File: config.mk
export PLATFORM = sky130hd
export DESIGN_NAME = uart_byte_bridge
export DESIGN_NICKNAME = d
export VERILOG_FILES = /design/src/rtl/uart_byte_bridge_pkg.sv /design/src/rtl/uart_byte_bridge_fifo.sv /design/src/rtl/uart_byte_bridge.sv
export SDC_FILE = /design/constraint.sdc
export NUM_CORES = 1
export LEC_CHECK = 0
export ABC_AREA = 1
export CAP_MARGIN = 20
export CORE_MARGIN = 1
export CORE_UTILIZATION = 51
export CTS_CLUSTER_DIAMETER = 200
export DETAILED_ROUTE_END_ITERATION = 10
export DONT_BUFFER_PORTS = 1
export GPL_TIMING_DRIVEN = 0
export PLACE_DENSITY = 0.66
export SLEW_MARGIN = 25
export SYNTH_ARGS = -nofsm -noshare
export SYNTH_HDL_FRONTEND = slang
export SYNTH_SLANG_ARGS = --single-unit
File: constraint.sdc
create_clock -name clk -period 4.45 [get_ports clk]
set_clock_uncertainty 0.1 [all_clocks]
set_input_delay 0.6675 -clock clk [delete_from_list [all_inputs] [get_ports clk]]
set_output_delay 0.6675 -clock clk [all_outputs]
set_load 0.01 [all_outputs]
File: src/rtl/uart_byte_bridge_pkg.sv
// uart_byte_bridge_pkg
// Shared definitions for the UART byte bridge: TX state encodings and the
// default FIFO geometry used by uart_byte_bridge and byte_fifo.
package uart_byte_bridge_pkg;

    localparam int DEFAULT_DEPTH      = 16;
    localparam int DEFAULT_ADDR_WIDTH = 4;

    typedef enum logic [1:0] {
        TX_IDLE      = 2'd0,
        TX_WAIT_BUSY = 2'd1,
        TX_WAIT_DONE = 2'd2
    } tx_state_t;

endpackage

File: src/rtl/uart_byte_bridge_fifo.sv
// byte_fifo
// Synchronous byte FIFO with first-word fall-through output.
// Ports:
//   clk, rst_n      : clock, synchronous active-low reset (flushes pointers/count)
//   push, din       : write din at the tail; ignored when full unless pop
//                     frees the slot in the same cycle
//   pop             : drop the head; ignored when empty
//   dout            : current head, reads 0 while empty
//   full, empty     : count==DEPTH / count==0
//   count           : number of stored entries (ADDR_WIDTH+1 bits)
// Callers that must not accept a write while full (TX side) qualify push
// themselves before it reaches this module.
module byte_fifo
    import uart_byte_bridge_pkg::*;
#(
    parameter int DEPTH      = DEFAULT_DEPTH,
    parameter int ADDR_WIDTH = DEFAULT_ADDR_WIDTH
) (
    input  logic                clk,
    input  logic                rst_n,
    input  logic                push,
    input  logic                pop,
    input  logic [7:0]          din,
    output logic [7:0]          dout,
    output logic                full,
    output logic                empty,
    output logic [ADDR_WIDTH:0] count
);

    localparam logic [ADDR_WIDTH:0] FULL_COUNT = (ADDR_WIDTH+1)'(DEPTH);

    logic [7:0]            mem [DEPTH];
    logic [ADDR_WIDTH-1:0] wr_ptr;
    logic [ADDR_WIDTH-1:0] rd_ptr;
    logic                  do_push;
    logic                  do_pop;

    assign full    = (count == FULL_COUNT);
    assign empty   = (count == '0);
    assign do_pop  = pop && !empty;
    // When full, wr_ptr==rd_ptr, so a write alongside a pop lands in the slot
    // the head is vacating and becomes the new tail.
    assign do_push = push && (!full || do_pop);

    always_ff @(posedge clk) begin
        if (!rst_n) begin
            wr_ptr <= '0;
            rd_ptr <= '0;
            count  <= '0;
        end else begin
            if (do_push) wr_ptr <= wr_ptr + ADDR_WIDTH'(1);
            if (do_pop)  rd_ptr <= rd_ptr + ADDR_WIDTH'(1);
            case ({do_push, do_pop})
                2'b10:   count <= count + (ADDR_WIDTH+1)'(1);
                2'b01:   count <= count - (ADDR_WIDTH+1)'(1);
                default: count <= count;
            endcase
        end
    end

    // Storage needs no reset: it is only observed through dout, which is
    // forced to 0 while the FIFO is empty.
    always_ff @(posedge clk) begin
        if (do_push) mem[wr_ptr] <= din;
    end

    assign dout = empty ? 8'h00 : mem[rd_ptr];

endmodule

File: src/rtl/uart_byte_bridge.sv
// uart_byte_bridge
// Byte buffering bridge between user logic and the uart serial core.
// A TX FIFO feeds the core one byte per transmit pulse; an RX FIFO captures
// every received pulse, with sticky overflow and framing-error flags.
// Ports:
//   clk, rst_n                 : clock, synchronous active-low reset
//   wr_en, wr_data, tx_full    : user TX push side
//   tx_empty                   : TX FIFO empty and no byte in flight
//   rd_en, rd_data, rx_empty   : user RX pop side (first-word fall-through)
//   rx_overflow, rx_frame_err  : sticky flags, cleared by clr_flags
//   uart_transmit, uart_tx_byte: one-cycle launch pulse and held byte to core
//   uart_is_transmitting       : core busy level
//   uart_received, uart_rx_byte, uart_rx_error : core receive side
//   rx_drop_count              : saturating dropped-byte counter (only with
//                                UART_BRIDGE_OVERFLOW_CNT_EN defined)
//   tx_state, tx_count, rx_count : debug view of the TX FSM and FIFO levels
// Handshakes: a user write is taken on any clk edge with wr_en=1 and
// tx_full=0 (otherwise dropped); a user read is taken on any edge with
// rd_en=1 and rx_empty=0 (otherwise ignored). A core receive pulse is never
// back-pressured: it is stored, or dropped and counted as overflow.
module uart_byte_bridge
    import uart_byte_bridge_pkg::*;
#(
    parameter int DEPTH      = DEFAULT_DEPTH,
    parameter int ADDR_WIDTH = DEFAULT_ADDR_WIDTH
) (
    input  logic                clk,
    input  logic                rst_n,
    input  logic                wr_en,
    input  logic [7:0]          wr_data,
    output logic                tx_full,
    output logic                tx_empty,
    input  logic                rd_en,
    output logic [7:0]          rd_data,
    output logic                rx_empty,
    output logic                rx_overflow,
    output logic                rx_frame_err,
    input  logic                clr_flags,
    output logic                uart_transmit,
    output logic [7:0]          uart_tx_byte,
    input  logic                uart_is_transmitting,
    input  logic                uart_received,
    input  logic [7:0]          uart_rx_byte,
    input  logic                uart_rx_error,
`ifdef UART_BRIDGE_OVERFLOW_CNT_EN
    output logic [7:0]          rx_drop_count,
`endif
    output logic [1:0]          tx_state,
    output logic [ADDR_WIDTH:0] tx_count,
    output logic [ADDR_WIDTH:0] rx_count
);

    tx_state_t  state_q;
    tx_state_t  state_d;
    logic       launch;
    logic       tx_fifo_full;
    logic       tx_fifo_empty;
    logic [7:0] tx_head;
    logic       tx_push;
    logic       rx_fifo_full;
    logic       rx_pop;
    logic       rx_drop;

    // TX FIFO: fullness is judged before the edge, so a write arriving while
    // full is lost even if the FSM pops in the same cycle.
    assign tx_push = wr_en && !tx_fifo_full;

    byte_fifo #(.DEPTH(DEPTH), .ADDR_WIDTH(ADDR_WIDTH)) u_tx_fifo (
        .clk   (clk),
        .rst_n (rst_n),
        .push  (tx_push),
        .pop   (launch),
        .din   (wr_data),
        .dout  (tx_head),
        .full  (tx_fifo_full),
        .empty (tx_fifo_empty),
        .count (tx_count)
    );

    // RX FIFO: a receive while full still succeeds when the user reads in
    // the same cycle; otherwise the byte is dropped.
    assign rx_pop  = rd_en && !rx_empty;
    assign rx_drop = uart_received && rx_fifo_full && !rx_pop;

    byte_fifo #(.DEPTH(DEPTH), .ADDR_WIDTH(ADDR_WIDTH)) u_rx_fifo (
        .clk   (clk),
        .rst_n (rst_n),
        .push  (uart_received),
        .pop   (rx_pop),
        .din   (uart_rx_byte),
        .dout  (rd_data),
        .full  (rx_fifo_full),
        .empty (rx_empty),
        .count (rx_count)
    );

    // TX launch FSM. The core raises its busy flag a cycle after the pulse,
    // so we wait to see busy go high before waiting for it to drop; this
    // prevents a second launch inside that lag.
    always_comb begin
        state_d = state_q;
        launch  = 1'b0;
        case (state_q)
            TX_IDLE: begin
                if (!tx_fifo_empty) begin
                    launch  = 1'b1;
                    state_d = TX_WAIT_BUSY;
                end
            end
            TX_WAIT_BUSY: begin
                if (uart_is_transmitting) state_d = TX_WAIT_DONE;
            end
            TX_WAIT_DONE: begin
                if (!uart_is_transmitting) state_d = TX_IDLE;
            end
            default: state_d = TX_IDLE;
        endcase
    end

    always_ff @(posedge clk) begin
        if (!rst_n) begin
            state_q       <= TX_IDLE;
            uart_transmit <= 1'b0;
            uart_tx_byte  <= 8'h00;
        end else begin
            state_q       <= state_d;
            uart_transmit <= launch;
            if (launch) uart_tx_byte <= tx_head;
        end
    end

    assign tx_state = state_q;
    assign tx_full  = tx_fifo_full;
    assign tx_empty = tx_fifo_empty && (state_q == TX_IDLE);

    // Sticky flags: a set in the same cycle as clr_flags wins.
    always_ff @(posedge clk) begin
        if (!rst_n) begin
            rx_overflow  <= 1'b0;
            rx_frame_err <= 1'b0;
        end else begin
            rx_overflow  <= rx_drop       || (rx_overflow  && !clr_flags);
            rx_frame_err <= uart_rx_error || (rx_frame_err && !clr_flags);
        end
    end

`ifdef UART_BRIDGE_OVERFLOW_CNT_EN
    // Drop counter follows the flag rule: a drop alongside clr_flags
    // restarts the count at 1.
    always_ff @(posedge clk) begin
        if (!rst_n) begin
            rx_drop_count <= 8'h00;
        end else if (clr_flags) begin
            rx_drop_count <= rx_drop ? 8'h01 : 8'h00;
        end else if (rx_drop && (rx_drop_count != 8'hFF)) begin
            rx_drop_count <= rx_drop_count + 8'h01;
        end
    end
`endif

endmodule

==> results of run 1 <==
[how the worst max path moves through the flow]
stage / endpoint / start / slack (ns)
final: rd_data[5] / flip-flop / 1.40
after global routing: rd_data[5] / flip-flop / 1.28
after floorplan: u_rx_fifo.count[4]$_SDFFE_PN0P_ / rd_en / 2.14
after global placement: u_rx_fifo.count[4]$_SDFFE_PN0P_ / u_rx_fifo.count[0]$_SDFFE_PN0P_ / 1.80
after detailed placement: u_rx_fifo.count[4]$_SDFFE_PN0P_ / u_rx_fifo.count[0]$_SDFFE_PN0P_ / 1.77
after CTS: rd_data[5] / flip-flop / 1.44
[stage by stage]
stage	instances	utilization (%)	hold slack [ns]
2_1_floorplan	1252	-	0.347
3_3_place_gp	1576	54.1	0.372
3_5_place_dp	1576	54.1	0.380
4_1_cts	1634	58.2	0.0741
5_1_grt	1634	58.2	0.0705
6_report	1634	58.2	0.0974
[sequential cells by signal (all words and copies together) (netlist names), 2 cells and up, named ones only]
name	count
u_rx_fifo.wr_ptr	4
u_rx_fifo.count	5
u_tx_fifo.wr_ptr	4
u_tx_fifo.count	5
uart_tx_byte	8
tx_state	2
u_rx_fifo.mem	128
u_tx_fifo.mem	128
u_tx_fifo.rd_ptr	4
u_rx_fifo.rd_ptr	4
[where the power goes]
group          switching [uW]  internal (uW)
Sequential                153           3200
Clock                    1060           1470
Combinational            1690            758
Total                    2910           5420
[kinds of logic after synthesis]
| logic type | Yosys count | share of synthesized area (%) |
|---|---|---|
| AO/OA/AOI/OAI | 49 | 1.99 |
| XOR/XNOR | 12 | 0.820 |
| adder cells (fa/ha/maj) | 18 | 1.76 |
| buffers and inverters | 174 | 5.93 |
| flip-flops | 299 | 66.7 |
| AND/OR/NAND/NOR | 700 | 22.8 |
[final cells by class]
cell class                 instances  area share (%)
multi-input combinational        779            24.6
sequential                       299            60.0
clock inverter                    17           0.940
tap                              324            2.85
buffer                            54            2.17
clock buffer                      41            6.22
inverter                         120            3.16
[worst register-to-register path, stage by stage (launching register included)]
cell	delay (ns)
dfxtp_1	0.39
nor2_1	0.19
nand4_1	0.26
nand2_1	0.20
clkinv_1	0.22
ha_1	0.36
xor2_1	0.22
ha_1	0.19
inv_1	0.04
nand2_1	0.09
nand3_1	0.11
nand3b_1	0.10
nand2_1	0.06
nand2_1	0.05
a21oi_1	0.05
[metal layers]
layer	up-vias	global-route usage [%]
li1	4233	-
met1	4105	34.0
met2	359	36.0
met3	69	4.29
met4	0	8.44
met5	-	0
[cells in the mapped netlist]
cell type / count / area share [%]
edfxtp_1: 256 / 60
nor2_1: 66 / 1.9
clkbuf_1: 9 / 0.26
nor3b_2: 1 / 0.098
nand3b_1: 3 / 0.18
dfxtp_1: 43 / 6.7
nand2_1: 422 / 12
o21ai_0: 13 / 0.51
ha_1: 18 / 1.8
a21oi_1: 32 / 1.2
buf_2: 25 / 0.98
nor3_1: 1 / 0.039
buf_6: 2 / 0.18
nand4_1: 3 / 0.15
clkinv_1: 4 / 0.12
a21boi_0: 2 / 0.12
inv_1: 111 / 3.3
inv_2: 5 / 0.15
nand2_2: 3 / 0.15
nor3_2: 1 / 0.078
xor2_1: 9 / 0.62
xnor2_1: 3 / 0.21
o21bai_1: 2 / 0.12
nand3_1: 199 / 7.8
buf_4: 16 / 0.94
or3b_2: 1 / 0.068
buf_1: 2 / 0.059
==> metrics.txt, run 1 <==
status=complete, no violations; CTS Buf Count=31; # DRC=0; slowest CP cell=buf_1; CTS Buffer Depth=3; power per cell area=585 nW/um^2; Post-DP Area=13200 sq um; cts hold-fix bufs=0; Fillers=2004; met2 wire len=13.2 mm; Finish-stage setup viols=0; setup bufs post-CTS=0; Met1 Wirelength=13.3 mm; hold_sp=uart_rx_byte[1]; HPWL Detailed=20.3 mm; share of layout cells above drive strength 1=7.86%; # rows=57; flop2flop setup slack=1.70 ns; CP startpoint kind=flip-flop; largest net degree at the start of global routing=17; WL per Instance=18.3 um; vias per cell=5.36; Worst EP required=3.68 ns; global-route wire length before repair=46.4 mm; Synth Instances=1252; worst min path class=primary input to flip-flop; count of pins over their slew limit=0; Worst R2R End=u_rx_fifo.count[4]$_SDFFE_PN0P_; max-cap violations=0; max incr delay on CP=0.47 ns; top layer in use=met4; Final Hold Vio Count=0; min cycle time layout=3.05 ns; crit-path leading delay family=buffers and inverters; r2r startpoint=u_rx_fifo.count[0]$_SDFFE_PN0P_; leakage=0.00573 uW; reg2reg path depth=14; critical path arrival=2.28 ns; Port Buffers=0; nets@finish=1327; Detailed Routing Iterations Pass 1=5; Yosys warning count=0; antenna violations before repair=0; worst hold stages=0; crit-path cells=buf_2, buf_1, nand3_1, nand2_1, nand2_1, a21oi_1; area occupied by multi-input gates=3510 sq um; fmax=0.328 GHz; Gates resized, CTS repair=0; sink of the worst hold path=u_rx_fifo.mem[5][1]$_DFFE_PP_; CP Buf/Inv Count=2; Synthesized Nets=1294; GR Overflow Total=0; setup ws final=1.40 ns; Critical Path Stages=6; DIE HEIGHT=161 um; total negative slack=0 ns; vias in the first global route=8277; Clock transition at path regs=0.06 ns; period utilization=68.5%; clk root buf=clkbuf_16; Antenna Violating Nets Remaining=0; initial core utilization=52.4%; CTS Sinks=299; post-synthesis sequential area ratio=66.7%; Peak VDD IR=0.463 mV; die footprint=25800 sq um; Tot Pwr=8330 uW; final WL=30.0 mm; I/O pins=58; Final Cell Area=14200 sq um; Total GRT Usage=23.6%; worst-margin pin slew=0.932 ns; H-tree depth=1; via count=8766; WL met3=2.45 mm; Area Overhead vs Synth=11.1%; initial drt markers=816; endpoint class of the critical path=primary output; max_slew headroom=37.6%; RSZ-0062 raised after global routing=no; cell mode on critical path=nand2_1; commonest non-fill, non-tap cell in the layout=nand2_1; GPL Wtd Cong=0.907; most frequent cells in the layout=nand2_1 (422), edfxtp_1 (256), nand3_1 (199); crit path max fanout=10; Cell Area, Synth=12800 sq um; # diodes=0; TritonCTS clock tree=yes; Die Width=161 um; pre-CTS setup slack=1.77 ns; count of cell types in the netlist=27; Syn Area/Cell=10.2 sq um; #FFs+latches synth=299; Core Box Area=24500 sq um; critical path class=flip-flop to primary output; FF+latch area=8550 sq um; clk_lat worst skew=0.56 ns
Power figures use the tool's default switching activity.
==> inputs of run 2 (changes only) <==
==> constraint.sdc (replaced) <==
create_clock -name clk -period 2.95 [get_ports clk]
set_clock_uncertainty 0.1 [all_clocks]
set_input_delay 0.4425 -clock clk [delete_from_list [all_inputs] [get_ports clk]]
set_output_delay 0.4425 -clock clk [all_outputs]
set_load 0.01 [all_outputs]
==> run 2 against run 1 <==
Hold slack got worse by 0.069 ns; clock-buffer cell count did not move; final cell count increased by 1.4%; via count is 1.6% higher; cell area grew 1.7%; critical path depth did not move; combinational power increased by 55%; largest cell class unchanged; largest power group unchanged; highest routed layer is now met5.
==> metrics.txt, run 2 (synthesis gave the netlist of run 1 again) <==
status=complete, no violations (unchanged); worst setup path end=rd_data[5] (unchanged); Sequential Power Share=39.9% (was 40.2%); Final Hold Vio Count=0 (unchanged); TritonCTS clock tree=yes (unchanged); Total GRT Usage=24.1% (was 23.6%); GPL Wtd Cong=0.907 (unchanged); critical path arrival=2.27 ns (was 2.28 ns); die footprint=25800 sq um (unchanged); CTS Sinks=299 (unchanged); # DRC=0 (unchanged); WL per Instance=18.5 um (was 18.3 um); sw frac=35.3% (was 34.9%); total negative slack=0 ns (unchanged); initial core utilization=52.4% (unchanged); CTS Buf Count=31 (unchanged); power per cell area=875 nW/um^2 (was 585 nW/um^2); worst-margin pin slew=0.945 ns (was 0.932 ns); leakage=0.00582 uW (was 0.00573 uW); Finish-stage setup viols=0 (unchanged); reg2reg path depth=14 (unchanged); via count=8903 (was 8766); Worst R2R End=u_rx_fifo.count[4]$_SDFFE_PN0P_ (unchanged); max-cap violations=0 (unchanged); CP startpoint kind=flip-flop (unchanged); Antenna Violating Nets Remaining=0 (unchanged); # diodes=0 (unchanged); final WL=30.7 mm (was 30.0 mm); Core Box Area=24500 sq um (unchanged); period utilization=95.2%; HPWL Detailed=20.3 mm (unchanged); vias in the first global route=8429 (was 8277); worst min path class=primary input to flip-flop (unchanged); fmax=0.356 GHz; Clock power frac=30.2% (was 30.4%); GR Overflow Total=0 (unchanged); antenna violations before repair=1 (was 0); max_slew headroom=36.8% (was 37.6%); crit path max fanout=10 (unchanged); H-tree depth=1 (unchanged); Psw=4470 uW (was 2910 uW); min cycle time layout=2.81 ns; share of layout cells above drive strength 1=7.88% (was 7.86%); initial drt markers=730 (was 816); Peak VDD IR=0.704 mV (was 0.463 mV); critical path class=flip-flop to primary output (unchanged); placed cells=1576 (unchanged); I/O pins=58 (unchanged); Port Buffers=0 (unchanged); final cell count without fillers=1657 (was 1634); commonest non-fill, non-tap cell in the layout=nand2_1 (unchanged); Clock transition at path regs=0.06 ns (about the same); Gate power share=29.9% (was 29.4%); clk root buf=clkbuf_16 (unchanged); global-route wire length before repair=47.3 mm (was 46.4 mm); # rows=57 (unchanged); most frequent cells in the layout=nand2_1 (421), edfxtp_1 (256), nand3_1 (199) (was nand2_1 (422), edfxtp_1 (256), nand3_1 (199)); clk_lat worst skew=0.56 ns (about the same); endpoint class of the critical path=primary output (unchanged); CTS Buffer Depth=3 (unchanged); largest net degree at the start of global routing=17 (unchanged); Area Overhead vs Synth=13.0% (was 11.1%); biggest regs=u_rx_fifo.mem x128, u_tx_fifo.mem x128, uart_tx_byte x8 (unchanged); Detailed Routing Iterations Pass 1=7 (was 5); r2r startpoint=u_rx_fifo.count[0]$_SDFFE_PN0P_ (unchanged); Die Width=161 um (unchanged); DIE HEIGHT=161 um (unchanged); vias per cell=5.37 (was 5.36); Int Power=8200 uW (was 5420 uW); count of pins over their slew limit=0 (unchanged); nets@finish=1350 (was 1327); flop2flop setup slack=0.23 ns (was 1.70 ns); hold_sp=rd_en (was uart_rx_byte[1]); Worst EP required=2.41 ns (was 3.68 ns)
run 2: cell count changes in the layout (fill, tap and decap cells not counted), sizes merged:
cell,before,now
dlygate4sd3,0,23
clkinv,15,14
clkinvlp,2,3
run 2: layout make-up:
cell class	count	area (sq um)
clock inverters	17	134
well taps	324	405
repair buffers	23	230
clock buffers	41	886
multi-input cells	779	3510
inverters	120	454
flip-flops and latches	299	8550
fillers	1983	9980
plain buffers	54	309
run 2: what timing repair did:
action / in CTS / in global routing
setup buffers: 0 / 0
hold buffers: 23 / 0
endpoints found under the setup margin: 0 / 1
hold endpoints to repair: 264 / 0
gates resized for setup: 0 / 2
run 2: worst max-delay path: stages (launching register included):
cell and delay [ns]:
dfxtp_1 0.31, buf_2 0.19, buf_1 0.45, nand3_1 0.25, nand2_1 0.12, nand2_1 0.06
a21oi_1 0.32
run 2: per-stage QoR:
stage / area, sq um / hold WS [ns] / setup WS, ns / util (%) / total power, uW
after global routing: 14500 / 0.0313 / -0.00505 / 59.2 / 13300
after floorplan: 12800 / 0.347 / 0.759 / - / 7710
final: 14500 / 0.0284 / 0.142 / 59.2 / 12700
after global placement: 13200 / 0.372 / 0.300 / 54.1 / 8740
after detailed placement: 13200 / 0.380 / 0.275 / 54.1 / 8790
after CTS: 14500 / 0.00832 / 0.165 / 59.2 / 12700
run 2: worst min-delay path by stage:
| stage | slack (ns) | endpoint | cells after the start |
|---|---|---|---|
| 2_1_floorplan | 0.35 | flip-flop | 2 |
| 3_3_place_gp | 0.37 | u_rx_fifo.rd_ptr[2]$_SDFFE_PN0P_ | 2 |
| 3_5_place_dp | 0.38 | flip-flop | 2 |
| 4_1_cts | 0.008 | u_rx_fifo.rd_ptr[3]$_SDFFE_PN0P_ | 3 |
| 5_1_grt | 0.03 | u_rx_fifo.rd_ptr[3]$_SDFFE_PN0P_ | 3 |
| 6_report | 0.03 | flip-flop | 3 |
run 2: per-layer routing:
| metal | track usage [%] | vias to the layer above | part of all wire [%] |
|---|---|---|---|
| met1 | 34.7 | 4121 | 43 |
| met5 | 0 | - | 0.052 |
| li1 | - | 4283 | - |
| met2 | 36.3 | 418 | 44 |
| met3 | 4.52 | 79 | 9.1 |
| met4 | 9.35 | 2 | 3.7 |
run 2: power groups by stage:
| stage | combinational [uW] | clock [uW] | sequential (uW) |
|---|---|---|---|
| floorplan | 2620 | 0 | 5090 |
| global placement | 3600 | 0 | 5140 |
| detailed placement | 3650 | 0 | 5140 |
| CTS | 3760 | 3870 | 5060 |
| global route | 4220 | 4030 | 5080 |
| finish | 3790 | 3820 | 5060 |
